**src/rtl/word_serializer_pkg.sv**
```systemverilog
// Shared types and widths for the serializer / deserializer pair.
package serializer_pkg;
  localparam int WORD_W = 16;
  localparam int ADDR_W = 16;

  typedef enum logic [2:0] {IDLE, FETCH, WAIT, SHIFT, DONE} ser_state_t;
endpackage

```
**src/rtl/word_serializer_if.sv**
```systemverilog
// Memory read port and serial output link of the word serializer.
interface word_serializer_if #(
  parameter int WIDTH  = serializer_pkg::WORD_W,
  parameter int ADDR_W = serializer_pkg::ADDR_W
);
  logic              memRead;
  logic [ADDR_W-1:0] memAddress;
  logic [WIDTH-1:0]  memData;
  logic              memValid;
  logic              serialOut;
  logic              serialValid;
  logic              serialReady;

  modport master (
    output memRead, memAddress, serialOut, serialValid,
    input  memData, memValid, serialReady
  );

  modport slave (
    input  memRead, memAddress, serialOut, serialValid,
    output memData, memValid, serialReady
  );
endinterface

```
**src/rtl/word_serializer_shift_out_reg.sv**
```systemverilog
// Parallel-load, MSB-first left-shift register with accepted-bit counter.
module shift_out_reg #(
  parameter int WIDTH = 16
) (
  input  logic             clock,
  input  logic             reset,
  input  logic             load,
  input  logic             shift,
  input  logic [WIDTH-1:0] data,
  output logic             msb,
  output logic             last
);
  localparam int CNT_W = $clog2(WIDTH) + 1;

  logic [WIDTH-1:0] sreg;
  logic [CNT_W-1:0] count;

  always_ff @(posedge clock or negedge reset) begin
    if (!reset) begin
      sreg  <= '0;
      count <= '0;
    end else if (load) begin
      sreg  <= data;
      count <= '0;
    end else if (shift) begin
      sreg  <= {sreg[WIDTH-2:0], 1'b0};
      count <= count + CNT_W'(1);
    end
  end

  assign msb  = sreg[WIDTH-1];
  // count holds the number of bits already accepted, so WIDTH-1 marks the final one
  assign last = (count == CNT_W'(WIDTH - 1));
endmodule

```
**src/rtl/word_serializer.sv**
```systemverilog
// Fetches words from data memory and shifts them out MSB-first over a valid/ready link.
//   state | meaning
//   IDLE  | waiting for start
//   FETCH | one-cycle read strobe at the current address
//   WAIT  | waiting for memValid, then loads the shift register
//   SHIFT | presenting bits, advancing on serialReady
//   DONE  | sDone pulse, finished if this was lastAddress
module word_serializer #(
  parameter int WIDTH  = serializer_pkg::WORD_W,
  parameter int ADDR_W = serializer_pkg::ADDR_W
) (
  input  logic              clock,
  input  logic              reset,
  input  logic              start,
  input  logic [ADDR_W-1:0] address,
  input  logic [ADDR_W-1:0] lastAddress,
  output logic              sDone,
  output logic              busy,
  output logic              finished,
  word_serializer_if.master bus
);
  import serializer_pkg::*;

  ser_state_t state;
  logic       mem_read;
  logic       serial_valid;
  logic       load;
  logic       shift;
  logic       msb;
  logic       last;

  assign load  = (state == WAIT) && bus.memValid;
  assign shift = (state == SHIFT) && bus.serialReady;

  shift_out_reg #(.WIDTH(WIDTH)) u_shift (
    .clock (clock),
    .reset (reset),
    .load  (load),
    .shift (shift),
    .data  (bus.memData),
    .msb   (msb),
    .last  (last)
  );

  always_ff @(posedge clock or negedge reset) begin
    if (!reset) begin
      state        <= IDLE;
      mem_read     <= 1'b0;
      serial_valid <= 1'b0;
      sDone        <= 1'b0;
      busy         <= 1'b0;
      finished     <= 1'b0;
    end else begin
      mem_read <= 1'b0;
      sDone    <= 1'b0;
      finished <= 1'b0;
      case (state)
        IDLE: begin
          if (start) begin
            state    <= FETCH;
            mem_read <= 1'b1;
            busy     <= 1'b1;
          end
        end
        FETCH: state <= WAIT;
        WAIT: begin
          if (bus.memValid) begin
            state        <= SHIFT;
            serial_valid <= 1'b1;
          end
        end
        SHIFT: begin
          if (shift && last) begin
            state        <= DONE;
            serial_valid <= 1'b0;
            sDone        <= 1'b1;
            // address is stable for the whole word, so the match can be registered early
            finished     <= (address == lastAddress);
          end
        end
        DONE: begin
          if (!finished && start) begin
            state    <= FETCH;
            mem_read <= 1'b1;
          end else begin
            state <= IDLE;
            busy  <= 1'b0;
          end
        end
        default: begin
          state <= IDLE;
          busy  <= 1'b0;
        end
      endcase
    end
  end

  // The counter advances on the edge that enters FETCH, so the read address is taken live.
  assign bus.memAddress  = mem_read ? address : '0;
  assign bus.memRead     = mem_read;
  assign bus.serialValid = serial_valid;
  assign bus.serialOut   = serial_valid & msb;
endmodule

```
**src/flat_wrapper.sv**
```systemverilog
// flat-port wrapper written by rule: the top's interface ports become plain ports
module word_serializer_flat import serializer_pkg::*;
#(
  parameter int WIDTH  = serializer_pkg::WORD_W,
  parameter int ADDR_W = serializer_pkg::ADDR_W
)
  (clock, reset, start, address, lastAddress, sDone, busy, finished, bus_memRead, bus_memAddress, bus_serialOut, bus_serialValid, bus_memData, bus_memValid, bus_serialReady);
  word_serializer_if #(.WIDTH(WIDTH), .ADDR_W(ADDR_W)) bus_i ();
  input  logic clock;
  input  logic reset;
  input  logic start;
  input  logic [ADDR_W-1:0] address;
  input  logic [ADDR_W-1:0] lastAddress;
  output logic sDone;
  output logic busy;
  output logic finished;
  output wire logic [$bits(bus_i.memRead)-1:0] bus_memRead;
  output wire logic [$bits(bus_i.memAddress)-1:0] bus_memAddress;
  output wire logic [$bits(bus_i.serialOut)-1:0] bus_serialOut;
  output wire logic [$bits(bus_i.serialValid)-1:0] bus_serialValid;
  input wire logic [$bits(bus_i.memData)-1:0] bus_memData;
  input wire logic [$bits(bus_i.memValid)-1:0] bus_memValid;
  input wire logic [$bits(bus_i.serialReady)-1:0] bus_serialReady;
  assign bus_memRead = bus_i.memRead;
  assign bus_memAddress = bus_i.memAddress;
  assign bus_serialOut = bus_i.serialOut;
  assign bus_serialValid = bus_i.serialValid;
  assign bus_i.memData = bus_memData;
  assign bus_i.memValid = bus_memValid;
  assign bus_i.serialReady = bus_serialReady;
  word_serializer #(.WIDTH(WIDTH), .ADDR_W(ADDR_W)) u_core (.clock(clock), .reset(reset), .start(start), .address(address), .lastAddress(lastAddress), .sDone(sDone), .busy(busy), .finished(finished), .bus(bus_i));
endmodule
```
**config.mk**
```make
export PLATFORM = sky130hd
export DESIGN_NAME = word_serializer_flat
export DESIGN_NICKNAME = d
export VERILOG_FILES = /design/src/rtl/word_serializer_pkg.sv /design/src/rtl/word_serializer_if.sv /design/src/rtl/word_serializer_shift_out_reg.sv /design/src/rtl/word_serializer.sv /design/src/flat_wrapper.sv
export SDC_FILE = /design/constraint.sdc
export NUM_CORES = 1
export LEC_CHECK = 0
export BUFFER_PORTS_ARGS = -buffer_cell sky130_fd_sc_hd__buf_2
export CAP_MARGIN = 5
export CORE_AREA = 2 2 66 68
export CTS_CLUSTER_SIZE = 40
export DETAILED_ROUTE_END_ITERATION = 6
export DIE_AREA = 0 0 68 70
export PLACE_DENSITY_LB_ADDON = 0.08
export SYNTH_ARGS = -nofsm -noshare
export SYNTH_HDL_FRONTEND = slang
export SYNTH_SLANG_ARGS = --single-unit
```
**constraint.sdc**
```tcl
create_clock -name clock -period 1.52 [get_ports clock]
set_input_delay 0.076 -clock clock [delete_from_list [all_inputs] [get_ports clock]]
set_output_delay 0.076 -clock clock [all_outputs]
set_load 0.05 [all_outputs]
```
==> flow_metrics.tcl <==
set metrics [dict create \
    timing.clock.skew_ns 0.00491 \
    core_um2 4140 \
    layout-drive-gt1-share 0.377 \
    fp.dieW_um 68 \
    top_level_ports 75 \
    grt_antenna_before_repair 0 \
    synth-edff-count 0 \
    multi_input_area_um2 815 \
    vdd_ir_drop_max_mv 0.764 \
    htreeDepth 2 \
    worstSkewPairLatency_ns 0.28 \
    cp.arrival_ns 1.60 \
    critPathMostFrequentCell "sky130_fd_sc_hd__a21oi_1" \
    post_drt_via_cell_ratio 4.66 \
    setup_slack_ns 0.116 \
    mappedNetlistNets 222 \
    setup_total_negative_slack_ns 0 \
    timing.final.max_slew_violations 0 \
    max_freq_ghz 0.712 \
    finalCritPeriodShare 0.924 \
    yosys.area.top_type_share 0.440 \
    remaining_antenna_violation_count 0 \
    finalWorstPathRequiredPeriod_ns 1.40 \
    fillerInstances 422 \
    drtIter0Drc 52 \
    groute.usage.overall 0.163 \
    syn_inst 167 \
    rsz0062_at_grt "no" \
    power_w 0.00307 \
    r2r_start "u_core.u_shift.count[0]$_DFFE_PN0P_" \
    min_delay_worst_endpoint "u_core.u_shift.sreg[3]$_DFFE_PN0P_" \
    finalWeightedCongestion 0.680 \
    fin_nets 300 \
    dieHeight_um 70 \
    number_of_cts_inserted_buffers 5 \
    r2r_end "u_core.state[0]$_DFFE_PN0P_" \
    library_cells_used_by_synthesis 36 \
    synth-seq-area-share 0.440 \
    synth_area_leader_cell "sky130_fd_sc_hd__dfrtp_1" \
    place_hpwl_um 2660 \
    dpl_cell_area_um2 2060 \
    initial_utilization 0.398 \
    grt_pass1_wl_um 5870 \
    clock_sink_count 29 \
    grt_remaining_overflow 0 \
    preCtsSetupSlack_ns 0.0863 \
    die-area_um2 4760 \
    setup.reg_to_reg.worst_slack_ns 0.12 \
    synthesized_flop_and_latch_total 29 \
    power.static_leakage_nw 1.13 \
    via_count 1379 \
    min-delay-start "bus_memData[3]" \
    n_antenna_cell 0 \
    pin_count_of_the_biggest_net_entering_global_routing 31 \
    row_count 24 \
    cts_max_path_buffers 2 \
    critPathRequiredTime_ns 1.72 \
    startpoint_type "flop" \
    cpMaxStageDelayCell "sky130_fd_sc_hd__dfrtp_1" \
    layout.cell_area.non_filler_um2 2150 \
    worst_hold_path.num_cells 3 \
    critPathKind "flop to flop" \
    hold_class "input pin to flop" \
    synth_warnings 0 \
    tightestPinTransition_ns 0.633 \
    ys.flop_type "sky130_fd_sc_hd__dfrtp_1" \
    clock_tree_root "sky130_fd_sc_hd__clkbuf_8" \
    drt_drc_violations_left 0 \
    critPathCaptureType "flop" \
    cp_cell_sequence "ha_1 > and3_1 > ha_2 > a21oi_1 > a21oi_1 > a21oi_1" \
    detailedRoute.firstPassIterationCount 4 \
    detail_route.wl_per_cell_um 11.8 \
    synth.avg_cell_area_um2 9.87 \
    via_count_of_the_first_global_routing_pass 1291 \
    outcome "complete, no violations" \
    yosysMostFrequentCell "sky130_fd_sc_hd__dfrtp_1" \
    hold_viol 0 \
    area.sequential_um2 726 \
    ranking_of_synthesized_cells_by_area "sky130_fd_sc_hd__dfrtp_1 44%, sky130_fd_sc_hd__xor2_1 7.4%, sky130_fd_sc_hd__mux2i_1 7.3%, sky130_fd_sc_hd__and2_1 6.5%, sky130_fd_sc_hd__nand2_1 4.8%" \
    setup-violations-final 0 \
    portBuffers 74 \
    clk_transition_reported_paths_ns 0.06 \
    p_per_area_nw_per_um2 1420 \
    cts_tree "done" \
    mappedNetlistArea_um2 1650 \
    slew_headroom 0.578 \
    critPathMaxStageDelay_ns 0.40 \
    syn2layout_area_growth_pct 30.8 \
    ys_top_cells_by_count "29 x sky130_fd_sc_hd__dfrtp_1, 21 x sky130_fd_sc_hd__nand2_1, 17 x sky130_fd_sc_hd__and2_1" \
    wirelength_um 3490 \
    ff2ff_path_depth 6 \
    worst-path-max-fanout 3 \
    synth-async-reset-ratio 1.00 \
    timing.max_cap.violations 0 \
]
==> layer usage <==
| layer | track usage | up-vias | part of all wire |
|---|---|---|---|
| li1 | - | 716 | - |
| met1 | 0.212 | 629 | 0.45 |
| met2 | 0.256 | 29 | 0.50 |
| met3 | 0.0580 | 5 | 0.040 |
| met4 | 0.0400 | 0 | 0.013 |
| met5 | 0 | - | 0 |
==> where the power goes <==
part / leakage (nW) / total (W) / internal [W] / switching (W)
sequential: 0.361 / 0.00125 / 0.00107 / 0.000184
combinational: 0.725 / 0.00125 / 0.000553 / 0.000699
clock: 0.0399 / 0.000562 / 0.000300 / 0.000262
==> how the worst max path moves through the flow <==
stage | depth (start not counted) | slack [ns] | startpoint | end
2_1_floorplan | 2 | 0.09 | u_core.bus.memRead$_DFF_PN0_ | bus_memAddress[0]
3_3_place_gp | 6 | 0.12 | u_core.u_shift.count[0]$_DFFE_PN0P_ | u_core.state[0]$_DFFE_PN0P_
3_5_place_dp | 6 | 0.09 | u_core.u_shift.count[0]$_DFFE_PN0P_ | u_core.state[0]$_DFFE_PN0P_
4_1_cts | 6 | 0.07 | u_core.u_shift.count[0]$_DFFE_PN0P_ | u_core.state[0]$_DFFE_PN0P_
5_1_grt | 2 | 0.03 | u_core.bus.memRead$_DFF_PN0_ | bus_memAddress[3]
6_report | 6 | 0.12 | u_core.u_shift.count[0]$_DFFE_PN0P_ | u_core.state[0]$_DFFE_PN0P_
==> flip-flops by register name, summed over array words and instances, names as in the netlist <==
| signal | flops |
|---|---|
| u_core.busy | 1 |
| u_core.state | 3 |
| u_core.finished | 1 |
| u_core.bus.serialValid | 1 |
| u_core.u_shift.sreg | 16 |
| u_core.bus.memRead | 1 |
| u_core.sDone | 1 |
| u_core.u_shift.count | 5 |
==> cell usage in the layout (no fill, tap or decap), drive strengths merged, types with 2 or more instances in the layout <==
master | synthesis | final
clkbuf | 1 | 5
o21ai | 16 | 16
mux2i | 12 | 12
and2 | 17 | 17
nand2b | 2 | 2
nor2 | 7 | 7
nor3 | 2 | 2
xnor2 | 5 | 5
buf | 9 | 79
nor4 | 3 | 3
dfrtp | 29 | 29
nand2 | 23 | 23
dlygate4sd3 | 0 | 2
a22oi | 2 | 2
ha | 2 | 2
nand4 | 3 | 3
inv | 6 | 6
xor2 | 14 | 14
a21oi | 4 | 4
a211oi | 2 | 2
==> repair_timing <==
action                                  in CTS  in global routing
endpoints found under the setup margin       0                  1
gates resized for setup                      0                  1
buffers inserted                             0                  0
hold buffers                                 1                  1
hold endpoints to repair                    29                  1
==> metrics by stage <==
step           utilization  std cells  hold slack [ns]
2_1_floorplan            -        167           -0.220
3_3_place_gp         0.497        288            0.138
3_5_place_dp         0.497        288            0.138
4_1_cts              0.517        295          0.00136
5_1_grt              0.520        296          0.00974
6_report             0.520        296          0.00194
==> cells by family (layout without fill, tap and decap cells) <==
kind of cell | Yosys count | after routing | synth area share
adder cells (fa/ha/maj) | 2 | 2 | 0.0152
buffers and inverters | 16 | 93 | 0.0668
flip-flops | 29 | 29 | 0.440
multiplexers | 12 | 12 | 0.0729
XOR/XNOR | 19 | 19 | 0.101
AND/OR/NAND/NOR | 62 | 62 | 0.210
AO/OA/AOI/OAI | 27 | 27 | 0.0934
==> worst max-delay path, delay by kind of cell, from the launching register on <==
family / cells / cell delay [ns]
AO/OA/AOI/OAI: 3 / 0.31
adder cells (fa/ha/maj): 2 / 0.42
flip-flops: 1 / 0.40
AND/OR/NAND/NOR: 1 / 0.19
==> layout make-up <==
class	count	area share
Clock buffer	5	0.0319
Clock inverter	1	0.00232
Inverter	6	0.0105
Multi-Input combinational cell	122	0.378
Sequential cell	29	0.337
Tap cell	52	0.0302
Timing Repair Buffer	81	0.210
(Power assumes the default switching activity.)
